[src/rtl/alu_exec_sequencer.sv]
// Execute/writeback sequencer in front of a 16-bit register file: IDLE -> FETCH -> EXEC -> WB.
// Optional macro ALU_MUL_EN makes op 9 an unsigned multiply with a two-cycle EXEC.
module alu_exec_sequencer #(
  parameter int WIDTH   = 16,
  parameter int REGBITS = 4
) (
  input  logic               clk,
  input  logic               reset,
  input  logic               start,
  input  logic [3:0]         op,
  input  logic [REGBITS-1:0] rsrc,
  input  logic [REGBITS-1:0] rdest,
  input  logic [7:0]         imm,
  input  logic               use_imm,
  input  logic [WIDTH-1:0]   rd1,
  input  logic [WIDTH-1:0]   rd2,
  output logic [REGBITS-1:0] ra1,
  output logic [REGBITS-1:0] ra2,
  output logic               regwrite,
  output logic [WIDTH-1:0]   wd,
  output logic               busy,
  output logic               done,
  output logic [4:0]         flags
);

  localparam logic [3:0] OP_ADD = 4'd0;
  localparam logic [3:0] OP_SUB = 4'd1;
  localparam logic [3:0] OP_AND = 4'd2;
  localparam logic [3:0] OP_OR  = 4'd3;
  localparam logic [3:0] OP_XOR = 4'd4;
  localparam logic [3:0] OP_CMP = 4'd5;
  localparam logic [3:0] OP_MOV = 4'd6;
  localparam logic [3:0] OP_LSH = 4'd7;
  localparam logic [3:0] OP_RSH = 4'd8;
`ifdef ALU_MUL_EN
  localparam logic [3:0] OP_MUL = 4'd9;
`endif

  localparam int FL_C = 4;
  localparam int FL_L = 3;
  localparam int FL_F = 2;
  localparam int FL_Z = 1;
  localparam int FL_N = 0;

  typedef enum logic [1:0] {
    S_IDLE  = 2'd0,
    S_FETCH = 2'd1,
    S_EXEC  = 2'd2,
    S_WB    = 2'd3
  } state_t;

  state_t               r_state;
  state_t               w_next_state;
  logic [3:0]           r_op;
  logic [REGBITS-1:0]   r_rdest;
  logic [7:0]           r_imm;
  logic                 r_use_imm;
  logic [WIDTH-1:0]     r_a;
  logic [WIDTH-1:0]     r_b;
  logic [WIDTH-1:0]     w_result;
  logic [4:0]           w_flags;
  logic                 w_writes;
  logic                 w_exec_last;
  logic [WIDTH:0]       w_sum;
  logic [WIDTH:0]       w_diff;

`ifdef ALU_MUL_EN
  logic                 r_mul_cnt;
  assign w_exec_last = (r_op != OP_MUL) || r_mul_cnt;
`else
  assign w_exec_last = 1'b1;
`endif

  // The extra top bit of the subtraction is the unsigned borrow.
  assign w_sum  = {1'b0, r_a} + {1'b0, r_b};
  assign w_diff = {1'b0, r_a} - {1'b0, r_b};

  always_ff @(posedge clk or posedge reset) begin
    if (reset) r_state <= S_IDLE;
    else       r_state <= w_next_state;
  end

  always_comb begin
    w_next_state = r_state;
    case (r_state)
      S_IDLE: begin
        if (start) w_next_state = S_FETCH;
        else       w_next_state = S_IDLE;
      end
      S_FETCH: w_next_state = S_EXEC;
      S_EXEC: begin
        if (w_exec_last) w_next_state = S_WB;
        else             w_next_state = S_EXEC;
      end
      S_WB:    w_next_state = S_IDLE;
      default: w_next_state = S_IDLE;
    endcase
  end

  always_comb begin
    w_result = wd;
    w_flags  = flags;
    w_writes = 1'b0;
    case (r_op)
      OP_ADD: begin
        w_result       = w_sum[WIDTH-1:0];
        w_flags[FL_C]  = w_sum[WIDTH];
        w_flags[FL_F]  = (r_a[WIDTH-1] == r_b[WIDTH-1]) && (w_sum[WIDTH-1] != r_a[WIDTH-1]);
        w_writes       = 1'b1;
      end
      OP_SUB: begin
        w_result       = w_diff[WIDTH-1:0];
        w_flags[FL_C]  = w_diff[WIDTH];
        w_flags[FL_F]  = (r_a[WIDTH-1] != r_b[WIDTH-1]) && (w_diff[WIDTH-1] != r_a[WIDTH-1]);
        w_writes       = 1'b1;
      end
      OP_AND: begin w_result = r_a & r_b; w_writes = 1'b1; end
      OP_OR:  begin w_result = r_a | r_b; w_writes = 1'b1; end
      OP_XOR: begin w_result = r_a ^ r_b; w_writes = 1'b1; end
      OP_CMP: begin
        w_flags[FL_L] = r_a < r_b;
        w_flags[FL_N] = $signed(r_a) < $signed(r_b);
        w_flags[FL_Z] = r_a == r_b;
      end
      OP_MOV: begin w_result = r_b; w_writes = 1'b1; end
      OP_LSH: begin w_result = r_a << r_b[3:0]; w_writes = 1'b1; end
      OP_RSH: begin w_result = r_a >> r_b[3:0]; w_writes = 1'b1; end
`ifdef ALU_MUL_EN
      OP_MUL: begin w_result = r_a * r_b; w_writes = 1'b1; end
`endif
      default: begin
        w_result = wd;
        w_writes = 1'b0;
      end
    endcase
  end

  // Address, operand and result registers; every output is driven straight from a flop.
  always_ff @(posedge clk or posedge reset) begin
    if (reset) begin
      r_op      <= 4'd0;
      r_rdest   <= {REGBITS{1'b0}};
      r_imm     <= 8'd0;
      r_use_imm <= 1'b0;
      r_a       <= {WIDTH{1'b0}};
      r_b       <= {WIDTH{1'b0}};
      ra1       <= {REGBITS{1'b0}};
      ra2       <= {REGBITS{1'b0}};
      wd        <= {WIDTH{1'b0}};
      flags     <= 5'd0;
      regwrite  <= 1'b0;
      busy      <= 1'b0;
      done      <= 1'b0;
`ifdef ALU_MUL_EN
      r_mul_cnt <= 1'b0;
`endif
    end else begin
      case (r_state)
        S_IDLE: begin
          if (start) begin
            r_op      <= op;
            r_rdest   <= rdest;
            r_imm     <= imm;
            r_use_imm <= use_imm;
            ra1       <= rsrc;
            ra2       <= rdest;
            busy      <= 1'b1;
          end
        end
        S_FETCH: begin
          r_a <= rd2;
          r_b <= r_use_imm ? {{(WIDTH-8){r_imm[7]}}, r_imm} : rd1;
        end
        S_EXEC: begin
`ifdef ALU_MUL_EN
          r_mul_cnt <= (r_op == OP_MUL) && !r_mul_cnt;
`endif
          if (w_exec_last) begin
            wd       <= w_result;
            flags    <= w_flags;
            regwrite <= w_writes && (r_rdest != {REGBITS{1'b0}});
            done     <= 1'b1;
          end
        end
        S_WB: begin
          regwrite <= 1'b0;
          done     <= 1'b0;
          busy     <= 1'b0;
        end
        default: begin
          regwrite <= 1'b0;
          done     <= 1'b0;
          busy     <= 1'b0;
        end
      endcase
    end
  end

endmodule

[config.mk]
export PLATFORM = sky130hd
export DESIGN_NAME = alu_exec_sequencer
export DESIGN_NICKNAME = d
export VERILOG_FILES = /design/src/rtl/alu_exec_sequencer.sv
export SDC_FILE = /design/constraint.sdc
export NUM_CORES = 1
export LEC_CHECK = 0
export ABC_AREA = 1
export CAP_MARGIN = 10
export CORE_MARGIN = 8
export CORE_UTILIZATION = 35
export CTS_BUF_LIST = sky130_fd_sc_hd__clkbuf_4 sky130_fd_sc_hd__clkbuf_8 sky130_fd_sc_hd__clkbuf_16
export CTS_CLUSTER_SIZE = 8
export DETAILED_ROUTE_END_ITERATION = 10
export PLACE_DENSITY_LB_ADDON = 0.08
export SLEW_MARGIN = 0
export SYNTH_ARGS = -nofsm -noshare
export SYNTH_HDL_FRONTEND = slang
export SYNTH_SLANG_ARGS = --single-unit
[constraint.sdc]
create_clock -name clk -period 3.6 [get_ports clk]
set_input_delay 0.9 -clock clk [delete_from_list [all_inputs] [get_ports clk]]
set_output_delay 0.9 -clock clk [all_outputs]
set_load 0.02 [all_outputs]
==> impl_metrics.json, run 1 <==
{
  "status": "finished clean",
  "worstSetupStartpointType": "flop",
  "synth_top_flop_cell": "dfrtp_1",
  "synthCells": 1193,
  "post_drt_wl_per_cell_um": 18.5,
  "cts_buffers": 9,
  "final_nets": 1369,
  "whs_ps": 479,
  "rsz0062_at_grt": "false",
  "core_region_area_um2": 20900,
  "cts_num_sinks": 79,
  "syn-num-nets": 1304,
  "worstMarginPinSlew_ps": 909,
  "vias": 7948,
  "setup_violations": 0,
  "grt_overflow": 0,
  "p_per_area_nw_per_um2": 1140,
  "grt_usage_pct": 21.8,
  "tns_ps": 0,
  "critPathKind": "flop to flop",
  "reg2reg_from": "r_b[3]",
  "power.total_mw": 9.99,
  "ys_seq_area_share_pct": 26.8,
  "ys_warn_count": 0,
  "max_cap_viol_count": 0,
  "grt_max_degree": 47,
  "period_needed_ps": 2470,
  "yosysUniqueCellTypes": 38,
  "crit_path_max_incr_delay_ps": 510,
  "hold_buffers": 0,
  "grt_pass1_vias": 7800,
  "dieArea_um2": 26000,
  "drt_first_pass_iters": 6,
  "clock_skew_ps": 9.16,
  "p_sw_mw": 5.84,
  "row_count": 53,
  "fin_crit_sh_pct": 68.7,
  "portBuffers": 87,
  "n_antenna_cell": 0,
  "grt_pass1_wl_um": 44200,
  "final_cells": 1538,
  "drv_slew": 0,
  "clkPwrFrac_pct": 10.1,
  "syn_area_per_cell_um2": 6.19,
  "path_clk_slew_ps": 70,
  "pwr-share-seq_pct": 17.6,
  "fmax_mhz": 405,
  "peakVddDrop_v": 0.000377,
  "finalHoldViolCount": 0,
  "async_flop_share_pct": 100,
  "worst_slack_ps": 1130,
  "ys_seq_elements": 79,
  "htreeDepth": 3,
  "relSlewSlack_pct": 39.2,
  "comb_power_share_pct": 72.2,
  "top_level_ports": 88,
  "antenna_found_initial": 0,
  "min_from": "wd[9]",
  "area_growth_pct": 18.7,
  "cts_setup_buffers": 0,
  "path_buf_inv": 1,
  "die_x_um": 161,
  "totalWireLength_um": 28400,
  "root_buffer": "clkbuf_16",
  "drt-initial-drc-count": 589,
  "cpMaxStageDelayCell": "dfrtp_1",
  "clk_latency_ps": 360,
  "initial_utilization_pct": 35.4,
  "syn_area_um2": 7390,
  "drtAntennaViolNets": 0,
  "drive_above_1_share_pct": 4.20,
  "dp_slack_ps": 1020,
  "p_int_mw": 4.15,
  "path_cells": "inv_1 > ha_1 > nand2_1 > o21ai_0 > nand3_1 > nand3_1 > nand2_1 > nand3_1 > nand3_1 > nand2_1 > nand2_1",
  "p_sw_share_pct": 58.5,
  "synth-edff-count": 0,
  "worstPathMaxFanout": 9,
  "drc": 0,
  "cp_top_family": "simple AND/OR/NAND/NOR gates",
  "holdCritPathClass": "flop to flop",
  "cp.arrival_ps": 2720,
  "p_leak_nw": 4.41,
  "cts_tree": "built",
  "via_per_inst": 5.17,
  "required_ps": 3850,
  "dp_cells": 1522,
  "die_h_um": 161,
  "postLayoutCoreUtil_pct": 42.0,
  "cp-end-kind": "flop",
  "gp_congestion": 0.962,
  "nFillCells": 2308,
  "cts.path.max_buffers": 2,
  "place_area_um2": 8450,
  "stdcell_area_um2": 8770,
  "crit_path_start": "r_b[3]",
  "cts.repair.resized": 0,
  "hpwlAfterDp_um": 22600
}
final cells by class:
cell class              instances  area (um2)  area share [%]
clock buffers                  10         239            2.73
clock inverters                 6        76.3           0.870
inverters                     138         519            5.92
well taps                     275         344            3.92
flip-flops and latches         79        1980            22.5
repair buffers                100         981            11.2
multi-input cells             930        4630            52.8
cells by family after synthesis:
logic type	count (synthesis)	synth area share, %
compound gates	175	13.0
flops	79	26.8
xor+xnor	4	0.474
fa+ha+maj	55	9.42
buf+inv	184	10.5
simple gates	696	39.9
state kept, by name, indices dropped and copies added (netlist names), 2 cells and up:
name,count
r_a,16
r_imm,8
r_op,4
ra1,4
r_b,16
r_state,2
flags,5
wd,16
r_rdest,4
layer usage:
layer,share of wire (%),up-vias,track usage (%)
met5,0,-,0
met4,4.1,0,10.1
met3,6.4,55,4.28
met2,43,268,33.0
met1,47,3652,29.5
li1,-,3973,-
Yosys cell counts, types with 2 or more instances:
cell type | n | area share, %
clkinv_1 | 3 | 0.15
inv_2 | 8 | 0.41
o21ai_1 | 6 | 0.41
nand2_2 | 4 | 0.34
o21bai_1 | 6 | 0.61
nand2_1 | 402 | 20
buf_6 | 4 | 0.61
nand2_4 | 2 | 0.30
or2_2 | 2 | 0.17
nor2_1 | 100 | 5.1
nor2_4 | 3 | 0.46
o211ai_1 | 7 | 0.71
o22ai_1 | 13 | 1.1
nand3_1 | 135 | 9.1
inv_1 | 127 | 6.5
xor2_1 | 4 | 0.47
and2_1 | 10 | 0.85
nor2_2 | 3 | 0.25
o21ai_0 | 71 | 4.8
ha_1 | 54 | 9.1
nor3_1 | 12 | 0.81
buf_2 | 16 | 1.1
a21oi_1 | 60 | 4.1
a22oi_1 | 9 | 0.91
buf_4 | 9 | 0.91
dfrtp_1 | 79 | 27
clkbuf_1 | 15 | 0.76
or2_1 | 2 | 0.17
nand3b_1 | 2 | 0.20
nand4_1 | 17 | 1.4
final timing paths:
path / endpoint / slack [ps] / cells after the start
min: wd[9] / 480 / 2
min in group asynchronous: r_imm[1] / 930 / 2
max in group asynchronous: r_imm[3] / 1980 / 3
max: wd[12] / 1130 / 11
max reg2reg: wd[12] / 1130 / 11
min reg2reg: wd[9] / 480 / 2
worst min-delay path, cell delays in order (launching register included):
cell and delay [ps]:
dfrtp_1 340, nand2_1 50, nand2_1 50
power by group through the flow:
stage / Sequential (mW) / Clock (mW) / Combinational (mW)
2_1_floorplan: 1.82 / 0 / 4.80
3_3_place_gp: 1.77 / 0 / 7.12
3_5_place_dp: 1.78 / 0 / 7.12
4_1_cts: 1.77 / 1.03 / 7.15
5_1_grt: 1.82 / 1.06 / 8.07
6_report: 1.76 / 1.01 / 7.22
cell usage in the layout, fill, tap and decap left out, types with 10 or more instances in the layout:
cell,instances
o22ai_1,13
nand4_1,17
dfrtp_1,79
clkdlybuf4s50_1,87
o21ai_0,71
nor2_1,100
nand3_1,135
ha_1,54
nor3_1,12
nand2_1,402
inv_1,126
a21oi_1,60
and2_1,10
buf_4,12
Power figures use the tool's default switching activity.
==> run 2, diff against run 1 <==
- clock period: 3.6 -> 2.1 ns (I/O delays scaled with it)
==> run 2 against run 1 <==
Compared with the run above: worst hold slack better by 5.2 ps; die area unchanged; wire length up 8.7%; maximum frequency up 25%; sequential power up 55%; global-route usage up 1.9 points; clock power up 66%; register-to-register slack worse by 1000 ps; combinational power up 120%; via count up 4.9%; largest power group unchanged; highest routed layer unchanged.
==> impl_metrics.json, run 2 (synthesis results as in run 1) <==
{
  "finalHoldViolCount": 0,
  "via_per_inst": 5.03,
  "comb_power_share_pct": 78.2,
  "final_nets": 1490,
  "drv_slew": 0,
  "drive_above_1_share_pct": 15.8,
  "p_per_area_nw_per_um2": 2030,
  "mostFrequentLayoutCells": "nand2_1, nand3_1, buf_4",
  "relSlewSlack_pct": 64.4,
  "grt_pass1_vias": 8082,
  "drc": 0,
  "n_antenna_cell": 0,
  "path_buf_inv": 3,
  "worstSetupStartpointType": "flop",
  "crit_path_max_incr_delay_ps": 390,
  "drt-initial-drc-count": 670,
  "hpwlAfterDp_um": 25300,
  "core_region_area_um2": 20900,
  "htreeDepth": 3,
  "grt_max_degree": 33,
  "root_buffer": "clkbuf_16",
  "holdCritPathClass": "flop to flop",
  "area_growth_pct": 34.6,
  "grt.busiest_layer": "met2",
  "cts_tree": "built",
  "worstPathMaxFanout": 13,
  "totalWireLength_um": 30900,
  "final_cells": 1659,
  "multi_input_area_um2": 4860,
  "reg_top3": "r_a: 16 flops, r_b: 16 flops, wd: 16 flops",
  "cpMaxStageDelayCell": "dfrtp_1",
  "r2r-end": "wd[12]",
  "cts_num_sinks": 79,
  "cp.arrival_ps": 2240,
  "reg2reg_from": "r_b[0]",
  "grt_overflow": 0,
  "grtUsageMet2_pct": 37.7,
  "nFillCells": 2246,
  "status": "finished clean",
  "grt_pass1_wl_um": 47800,
  "clock_skew_ps": 13.7,
  "path_clk_slew_ps": 80,
  "hold_buffers": 0,
  "period_needed_ps": 1980,
  "drt_first_pass_iters": 5,
  "post_drt_wl_per_cell_um": 18.6,
  "cts.path.max_buffers": 2,
  "top_level_ports": 88,
  "antenna_found_initial": 0,
  "p_leak_nw": 4.99,
  "dieArea_um2": 26000,
  "portBuffers": 87,
  "dp_cells": 1642,
  "grt_usage_pct": 23.7,
  "clk_latency_ps": 360,
  "register_area_um2": 1980,
  "path_cells": "buf_6 > buf_6 > nand2_1 > nand3_1 > nand2_1 > nand2_1 > nand3_1 > nand3_1 > nor2_1 > buf_4 > nand3_1 > nand2_1 > nand2_1",
  "critPathKind": "flop to flop",
  "min_path_cells": 2,
  "whs_ps": 485,
  "use_met3_pct": 3.16,
  "reg2reg_slack_ps": 120,
  "clkPwrFrac_pct": 8.3,
  "max_cap_viol_count": 0,
  "required_ps": 2360,
  "p_sw_mw": 11.0,
  "drtAntennaViolNets": 0,
  "power.total_mw": 20.2,
  "crit_top_cell": "nand2_1",
  "hold_end": "wd[1]",
  "setup_violations": 0,
  "die_x_um": 161,
  "initial_utilization_pct": 35.4,
  "worstMarginPinSlew_ps": 532,
  "peakVddDrop_v": 0.000584,
  "reg2regPathDepth": 13,
  "row_count": 53,
  "postLayoutCoreUtil_pct": 47.6,
  "cp_top_family": "simple AND/OR/NAND/NOR gates",
  "gp_congestion": 0.933,
  "die_h_um": 161,
  "vias": 8337,
  "rsz0062_at_grt": "true",
  "fin_crit_sh_pct": 94.4,
  "mostFrequentLayoutCell": "nand2_1",
  "tns_ps": 0,
  "cp-end-kind": "flop",
  "cts_buffers": 9,
  "min_from": "wd[1]",
  "pwr-share-seq_pct": 13.5,
  "p_sw_share_pct": 54.3,
  "fmax_mhz": 504,
  "p_int_mw": 9.21,
  "grt.met1_usage_pct": 33.3
}
==> run 2: worst max path at each step <==
stage	from	end	slack [ps]	depth (start not counted)
floorplan	r_b[2]	flags[2]	20	16
global placement	r_b[10]	wd[15]	-50	11
detailed placement	r_a[6]	flags[2]	-20	13
CTS	r_a[6]	flags[2]	20	13
global route	r_b[5]	wd[15]	-10	13
finish	r_b[0]	wd[12]	120	13
==> run 2: per-layer routing <==
metal / vias to the layer above / part of all wire, %
li1: 4226 / -
met1: 3816 / 47
met2: 268 / 45
met3: 27 / 6.3
met4: 0 / 1.6
met5: - / 0
==> run 2: cell type report <==
| type | instances | area share (%) |
|---|---|---|
| clock buffers | 9 | 2.26 |
| clock inverters | 7 | 0.742 |
| inverters | 138 | 5.35 |
| multi-input cells | 930 | 48.9 |
| flip-flops and latches | 79 | 19.9 |
| well taps | 275 | 3.46 |
| repair buffers | 221 | 19.4 |
==> run 2: worst min-delay path, cell delays in order (launching register included) <==
cell and delay [ps]:
dfrtp_1 350, nand2_1 50, nand2_1 50
==> run 2: per-stage QoR <==
stage                     setup WS (ps)  instance area (um2)
after floorplan                    15.1                 7400
after global placement            -52.6                 9380
after detailed placement          -24.8                 9380
after CTS                          17.7                 9690
after global routing              -14.7                 9940
final                               117                 9940
==> run 2: what timing repair did <==
item                       in CTS  in global routing
setup buffers                   0                  1
resized for setup               4                 62
setup endpoints to repair       4                 20
pin swaps                       0                  4
==> run 2: power by group through the flow <==
| stage | logic [mW] | clock network (mW) | registers [mW] |
|---|---|---|---|
| after global routing | 17.4 | 1.77 | 2.81 |
| final | 15.8 | 1.68 | 2.72 |
| after CTS | 14.8 | 1.71 | 2.72 |
| after global placement | 14.8 | 0 | 2.72 |
| after detailed placement | 14.7 | 0 | 2.75 |
| after floorplan | 8.24 | 0 | 3.13 |
==> run 3, diff against run 2 <==
- TNS_END_PERCENT: unset -> 20
==> run 3 against run 2 <==
Compared with the run above: critical path type unchanged; critical endpoint is now flags[0]; sequential share of layout area decreased by 0.50 points; combinational power rose by 3%; cell area grew 2.6%.
==> impl_metrics.json, run 3 (synthesis results as in run 1) <==
{
  "hpwlAfterDp_um": 24900,
  "required_ps": 2340,
  "vias": 8590,
  "relSlewSlack_pct": 66.8,
  "met1_length_um": 14000,
  "totalWireLength_um": 30900,
  "cp.arrival_ps": 2210,
  "row_count": 53,
  "htreeDepth": 3,
  "crit_path_max_incr_delay_ps": 380,
  "dp_cells": 1658,
  "die_x_um": 161,
  "setup_violations": 0,
  "p_per_area_nw_per_um2": 2020,
  "peakVddDrop_v": 0.000674,
  "cp-end-kind": "flop",
  "gp_congestion": 0.950,
  "mostFrequentLayoutCell": "nand2_1",
  "dp_slack_ps": -51.3,
  "drive_above_1_share_pct": 17.8,
  "reg_top3": "r_a: 16 flops, r_b: 16 flops, wd: 16 flops",
  "cts.path.max_buffers": 2,
  "crit_top_cell": "nand2_1",
  "grt_usage_pct": 23.4,
  "stdcell_area_um2": 10200,
  "rsz0062_at_grt": "true",
  "dieArea_um2": 26000,
  "via_per_inst": 5.11,
  "finalHoldViolCount": 0,
  "max_cap_viol_count": 0,
  "final_nets": 1513,
  "post_drt_wl_per_cell_um": 18.4,
  "antenna_found_initial": 0,
  "final_cells": 1682,
  "path_clk_slew_ps": 80,
  "root_buffer": "clkbuf_16",
  "drt-initial-drc-count": 679,
  "period_needed_ps": 1970,
  "worstMarginPinSlew_ps": 498,
  "grt_overflow": 0,
  "cts_buffers": 9,
  "wl_met2_um": 13900,
  "n_antenna_cell": 0,
  "die_h_um": 161,
  "tns_ps": 0,
  "core_region_area_um2": 20900,
  "fmax_mhz": 509,
  "drc": 0,
  "drt_first_pass_iters": 5,
  "clock_skew_ps": 12.1,
  "fin_crit_sh_pct": 93.6,
  "grt_pass1_wl_um": 47200,
  "drv_slew": 0,
  "grt_max_degree": 43,
  "worst_slack_ps": 135,
  "cts_tree": "built",
  "initial_utilization_pct": 35.4,
  "grt_pass1_vias": 8304,
  "status": "finished clean",
  "cts_num_sinks": 79,
  "holdCritPathClass": "input port to async pin",
  "path_cells": "inv_1 > ha_2 > nor2_1 > inv_1 > buf_4 > nor3_2 > nand2_1 > nand2_1 > nand2_1 > nand2_1 > o22ai_1",
  "drtAntennaViolNets": 0,
  "highest-signal-layer": "met4",
  "worstPathMaxFanout": 8,
  "wl_met3_um": 2340,
  "top_level_ports": 88,
  "area_growth_pct": 38.1,
  "cpMaxStageDelayCell": "dfrtp_1",
  "place_area_um2": 9530,
  "worstSetupStartpointType": "flop",
  "power.total_mw": 20.6,
  "portBuffers": 87,
  "clk_latency_ps": 360,
  "p_leak_nw": 5.13,
  "critPathKind": "flop to flop",
  "mostFrequentLayoutCells": "nand2_1, buf_4, nand3_1"
}
## run 3: what timing repair did
item,4_1_cts,5_1_grt
endpoints found under the setup margin,5,19
gates resized for setup,4,76
hold buffers,0,0
pin swaps,0,6
cloned,0,1
buffers inserted,0,7
## run 3: worst paths after layout
check                           endpoint  slack [ps]   start  depth (start not counted)
worst max-delay path            flags[0]         130  r_a[9]                         11
worst min-delay path              r_a[5]         470   reset                          2
worst max register to register  flags[0]         130  r_a[9]                         11
worst min register to register     wd[9]         480   wd[9]                          2
max in group asynchronous        r_a[10]        1120   reset                          3
min in group clk                   wd[9]         480   wd[9]                          2
## run 3: critical path, delay by kind of cell, from the launching register on
kind                       cells  cell delay (ps)
buffers and inverters          3              410
DFF                            1              380
adders and majority gates      1              360
and+or+nand+nor                6              650
AOI/OAI and AO/OA              1               60
## run 3: final cells by class
| cell class | count | area, um2 |
|---|---|---|
| well taps | 275 | 344 |
| clock buffers | 9 | 225 |
| inverters | 138 | 527 |
| flip-flops and latches | 79 | 1980 |
| fillers | 2261 | 10700 |
| multi-input cells | 930 | 4910 |
| repair buffers | 244 | 2140 |
| clock inverters | 7 | 73.8 |
## run 3: power by group
part	switching [mW]	internal (mW)
clock	0.827	0.844
sequential	0.433	2.27
combinational	9.81	6.47
## run 3: per-layer routing
metal	global-route usage, %	vias to the layer above
li1	-	4266
met1	31.9	3961
met2	37.0	313
met3	4.20	50
met4	6.99	0
met5	0	-
## run 3: through the flow
stage | hold slack, ps | util, %
CTS | 466 | 47.1
finish | 468 | 48.8
floorplan | 449 | -
detailed placement | 465 | 45.6
global placement | 462 | 45.6
global route | 485 | 48.8
==> variant 1, RTL diff (config.mk and constraints of run 1) <==
Make the reset (`reset`) synchronous in 2 clocked blocks.
--- a/src/rtl/alu_exec_sequencer.sv
+++ b/src/rtl/alu_exec_sequencer.sv
@@ -76,5 +76,5 @@
   assign w_diff = {1'b0, r_a} - {1'b0, r_b};
 
-  always_ff @(posedge clk or posedge reset) begin
+  always_ff @(posedge clk) begin
     if (reset) r_state <= S_IDLE;
     else       r_state <= w_next_state;
@@ -137,5 +137,5 @@
 
   // Address, operand and result registers; every output is driven straight from a flop.
-  always_ff @(posedge clk or posedge reset) begin
+  always_ff @(posedge clk) begin
     if (reset) begin
       r_op      <= 4'd0;
Behaviour: differs if reset is asserted again (counterexample within 4 cycles, from zero or initial values and one cycle with reset high); with reset held inactive, the same outputs for 4 cycles.
==> variant 1 against run 1 <==
Worst setup slack got worse by 330 ps; synthesized area decreased by 4.4%; wire length decreased by 1.5%; clock skew increased by 4.3 ps; synthesized cell count decreased by 1.3%; total power decreased by 37%; sequential share of layout area decreased by 3.8 points; sequential cell count unchanged; count of clock-buffer cells in the layout decreased by 1; sequential power decreased by 25%; final area decreased by 4.0%; largest power group unchanged; highest routed layer unchanged.
==> variant 1: results (changes against run 1) <==
FINAL.FILL_COUNT=2233  # was 2308
DP_HPWL_MM=21.8  # was 22.6 mm
FINAL_LAYOUT_SIZE_SUFFIX_GT1_SHARE_PCT=5.41  # was 4.20%
PLACE_CONGESTION=0.943  # was 0.962
GRT_START_MAX_NET_PINS=55  # was 47
SYNTH.DISTINCT_CELLS=47  # was 38
RUN_STATUS='finished, final reports clean'  # unchanged
FIRST_GLOBAL_VIAS=7665  # was 7800
SLEW_HEADROOM_PCT=49.7  # was 39.2%
STATIC-LEAKAGE-POWER_nW=3.72  # was 4.41 nW
CP_SLOWEST_STAGE_DELAY_PS=610  # was 510 ps
YOSYS.AREA_SHARE.XOR_XNOR_PCT=0.372  # was 0.474%
GRT_ANTENNA_BEFORE_REPAIR=1  # was 0
REPORTED_NET_SWITCHING_POWER_mW=3.43  # was 5.84 mW
DIODES=0  # unchanged
SYNTH_TOP_CELLS_BY_AREA='sky130_fd_sc_hd__dfxtp_1 (22%), sky130_fd_sc_hd__nand2_1 (16%), sky130_fd_sc_hd__ha_1 (9.6%)'  # was sky130_fd_sc_hd__dfrtp_1 (27%), sky130_fd_sc_hd__nand2_1 (20%), sky130_fd_sc_hd__ha_1 (9.1%)
SYNTH_COMPOUND_GATE_AREA_SHARE_PCT=19.4  # was 13.0%
DR_TOTAL_VIAS=7954  # was 7948
CRIT_PATH_MAX_DELAY_CELL_TYPE='sky130_fd_sc_hd__ha_1'  # was sky130_fd_sc_hd__dfrtp_1
VDD_IR_DROP_MAX_mV=0.287  # was 0.377 mV
SYNTH_TOP_AREA_SHARE_PCT=22.4  # was 26.8%
GRT_PASS1_WL_MM=43.6  # was 44.2 mm
SYNTH_SEQUENTIAL_AREA_RATIO_PCT=22.4  # was 26.8%
YS_ASYNC_SR_FRACTION_PCT=0  # was 100%
CRIT_PATH_MAX_FANOUT=13  # was 9
DRT_ITER0_MARKERS=637  # was 589
TIMING.CLOCK.SKEW_PS=13.4  # was 9.16 ps
YOSYS.AREA_SHARE.ADDER_PCT=9.85  # was 9.42%
GLOBALROUTETOTALUTIL_PCT=22.8  # was 21.8%
HOLD_PATH_CLASS='flop to flop'  # unchanged
FINAL_NET_COUNT=1345  # was 1369
ROUTED_WL_MM=28.0  # was 28.4 mm
HTREEDEPTH=3  # unchanged
PATH_DELAY_FAMILY='simple AND/OR/NAND/NOR gates'  # unchanged
DOMINANTREGCELLSYNTH='sky130_fd_sc_hd__dfxtp_1'  # was sky130_fd_sc_hd__dfrtp_1
SYNTH.TOP_CELLS.BY_COUNT='sky130_fd_sc_hd__nand2_1 (296), sky130_fd_sc_hd__nor2_1 (136), sky130_fd_sc_hd__nand3_1 (127)'  # was sky130_fd_sc_hd__nand2_1 (402), sky130_fd_sc_hd__nand3_1 (135), sky130_fd_sc_hd__inv_1 (127)
CLKTRANSATPATHREGS_PS=70  # about the same
==> variant 1: worst min-delay path, stage by stage, from the launching register on <==
cell                      delay, ps
sky130_fd_sc_hd__dfxtp_1        310
sky130_fd_sc_hd__nand2_1         60
sky130_fd_sc_hd__a21oi_1         50
==> variant 1: layout make-up <==
type / count / area [um^2] / area share [%]
clock buffer: 9 / 225 / 2.67
clock inverter: 7 / 87.6 / 1.04
inverter: 125 / 469 / 5.57
multi-input combinational: 919 / 4750 / 56.4
sequential: 79 / 1580 / 18.8
tap: 270 / 338 / 4.01
timing repair buffer: 100 / 968 / 11.5
==> variant 1: kinds of logic after synthesis <==
family,count (synthesis)
simple gates,619
compound gates,242
fa+ha+maj,55
xor+xnor,3
buf+inv,179
flops,79
==> variant 1: final timing paths <==
kind,end,startpoint,cells after the start,slack [ps]
worst max-delay path,wd[12],r_b[3],11,800
worst min-delay path,flags[3],flags[3],2,470
worst max register to register,wd[12],r_b[3],11,800
worst min register to register,flags[3],flags[3],2,470
==> variant 1: power groups by stage <==
| stage | clock (mW) | sequential, mW | combinational (mW) |
|---|---|---|---|
| after floorplan | 0 | 1.36 | 2.69 |
| after global placement | 0 | 1.34 | 3.94 |
| after detailed placement | 0 | 1.34 | 3.92 |
| after CTS | 1.06 | 1.33 | 3.94 |
| after global routing | 1.09 | 1.36 | 4.45 |
| final | 1.03 | 1.32 | 3.98 |
==> variant 1: metal layers <==
metal / up-vias / GRT usage (%) / part of all wire (%)
li1: 3987 / - / -
met1: 3600 / 30.2 / 45
met2: 306 / 35.0 / 43
met3: 61 / 3.66 / 6.8
met4: 0 / 12.0 / 4.7
met5: - / 0 / 0
==> variant 1: through the flow <==
stage                     instances  total power, mW  util (%)  setup WS [ps]  cell area, um^2
after floorplan                1177             4.05         -           1230             7060
after global placement         1493             5.28      40.5            972             8110
after detailed placement       1493             5.26      40.5            883             8110
after CTS                      1509             6.32      42.0            876             8420
after global routing           1509             6.90      42.0            538             8420
final                          1509             6.33      42.0            800             8420
==> variant 2, RTL diff (flow settings as in run 1) <==
Without the edit above. Change the parameter `REGBITS` from 4 to 3.
--- a/src/rtl/alu_exec_sequencer.sv
+++ b/src/rtl/alu_exec_sequencer.sv
@@ -3,5 +3,5 @@
 module alu_exec_sequencer #(
   parameter int WIDTH   = 16,
-  parameter int REGBITS = 4
+  parameter int REGBITS = 3
 ) (
   input  logic               clk,
Ports: changed (resized ra1, ra2, rdest and rsrc); port bits go from 88 to 84. The function was not compared with the original's and may differ.
==> variant 2 against run 1 <==
First-iteration DRC count up 18%; count of clock-buffer cells in the layout down 1; final area down 1.2%; sequential cell count down 2; clock skew up 6.2 ps; worst setup slack worse by 34 ps; wire length up 0.57%; total power down 0.62%; synthesized area down 1.3%; critical path type unchanged; largest power group unchanged.
==> variant 2: results (changes against run 1) <==
DR.PASS1.ITERS=7  # was 6
STATIC-LEAKAGE-POWER_nW=4.41  # about the same
DR_WL_MET3_MM=1.97  # was 1.83 mm
R2R_CELLS=13  # was 11
WORSTPATHARRIVAL_PS=2750  # was 2720 ps
ACHIEVABLE-FREQUENCY_MHz=399  # was 405 MHz
DRT_ITER0_MARKERS=695  # was 589
PLACE_CONGESTION=0.968  # was 0.962
FIRST_GLOBAL_VIAS=7780  # was 7800
HOLD_SLACK_PS=477  # was 479 ps
NUMBER_OF_BUFFERS_INSERTED_BY_PORT_BUFFERING=83  # was 87
GRT_PASS1_WL_MM=44.8  # was 44.2 mm
SYN-NUM-NETS=1310  # was 1304
ROUTED_WL_MM=28.6  # was 28.4 mm
WHS_ENDPOINT='wd[2]'  # was wd[9]
MET3_USAGE_PCT=4.75  # was 4.28%
GRTUSAGEMET1_PCT=30.4  # was 29.5%
SYNTH_COMPOUND_GATE_AREA_SHARE_PCT=12.0  # was 13.0%
TIMING.CLOCK.SKEW_PS=15.4  # was 9.16 ps
POST_DP_CELL_AREA_UM2=8370  # was 8450 um^2
FINAL_LAYOUT_SIZE_SUFFIX_GT1_SHARE_PCT=4.09  # was 4.20%
POST_DRT_WL_PER_CELL_UM=18.6  # was 18.5 um
GLOBALROUTETOTALUTIL_PCT=22.2  # was 21.8%
RUN_STATUS='finished, final reports clean'  # unchanged
DPL.CELL_COUNT=1524  # was 1522
R2R-START='r_b[0]'  # was r_b[3]
CRIT_PATH_MAX_FANOUT=4  # was 9
SYNTH.DISTINCT_CELLS=37  # was 38
[variant 2: changes by cell type after synthesis, moves of 4 or more]
| cell | delta |
|---|---|
| sky130_fd_sc_hd__inv_1 | +8 |
| sky130_fd_sc_hd__a21oi_1 | -12 |
| sky130_fd_sc_hd__o22ai_1 | +6 |
| sky130_fd_sc_hd__nand3_1 | +8 |
| sky130_fd_sc_hd__buf_4 | -7 |
| sky130_fd_sc_hd__nand2_1 | +13 |
| sky130_fd_sc_hd__buf_1 | +9 |
| sky130_fd_sc_hd__nor3_1 | +4 |
| sky130_fd_sc_hd__o21ai_1 | -4 |
| sky130_fd_sc_hd__o211ai_1 | -4 |
[variant 2: final cells by class]
type / instances / area [um^2]
inverter: 147 / 553
clock inverter: 7 / 65.1
timing repair buffer: 96 / 941
sequential: 77 / 1930
clock buffer: 9 / 225
fill: 2248 / 11700
multi-input combinational: 934 / 4610
tap: 270 / 338
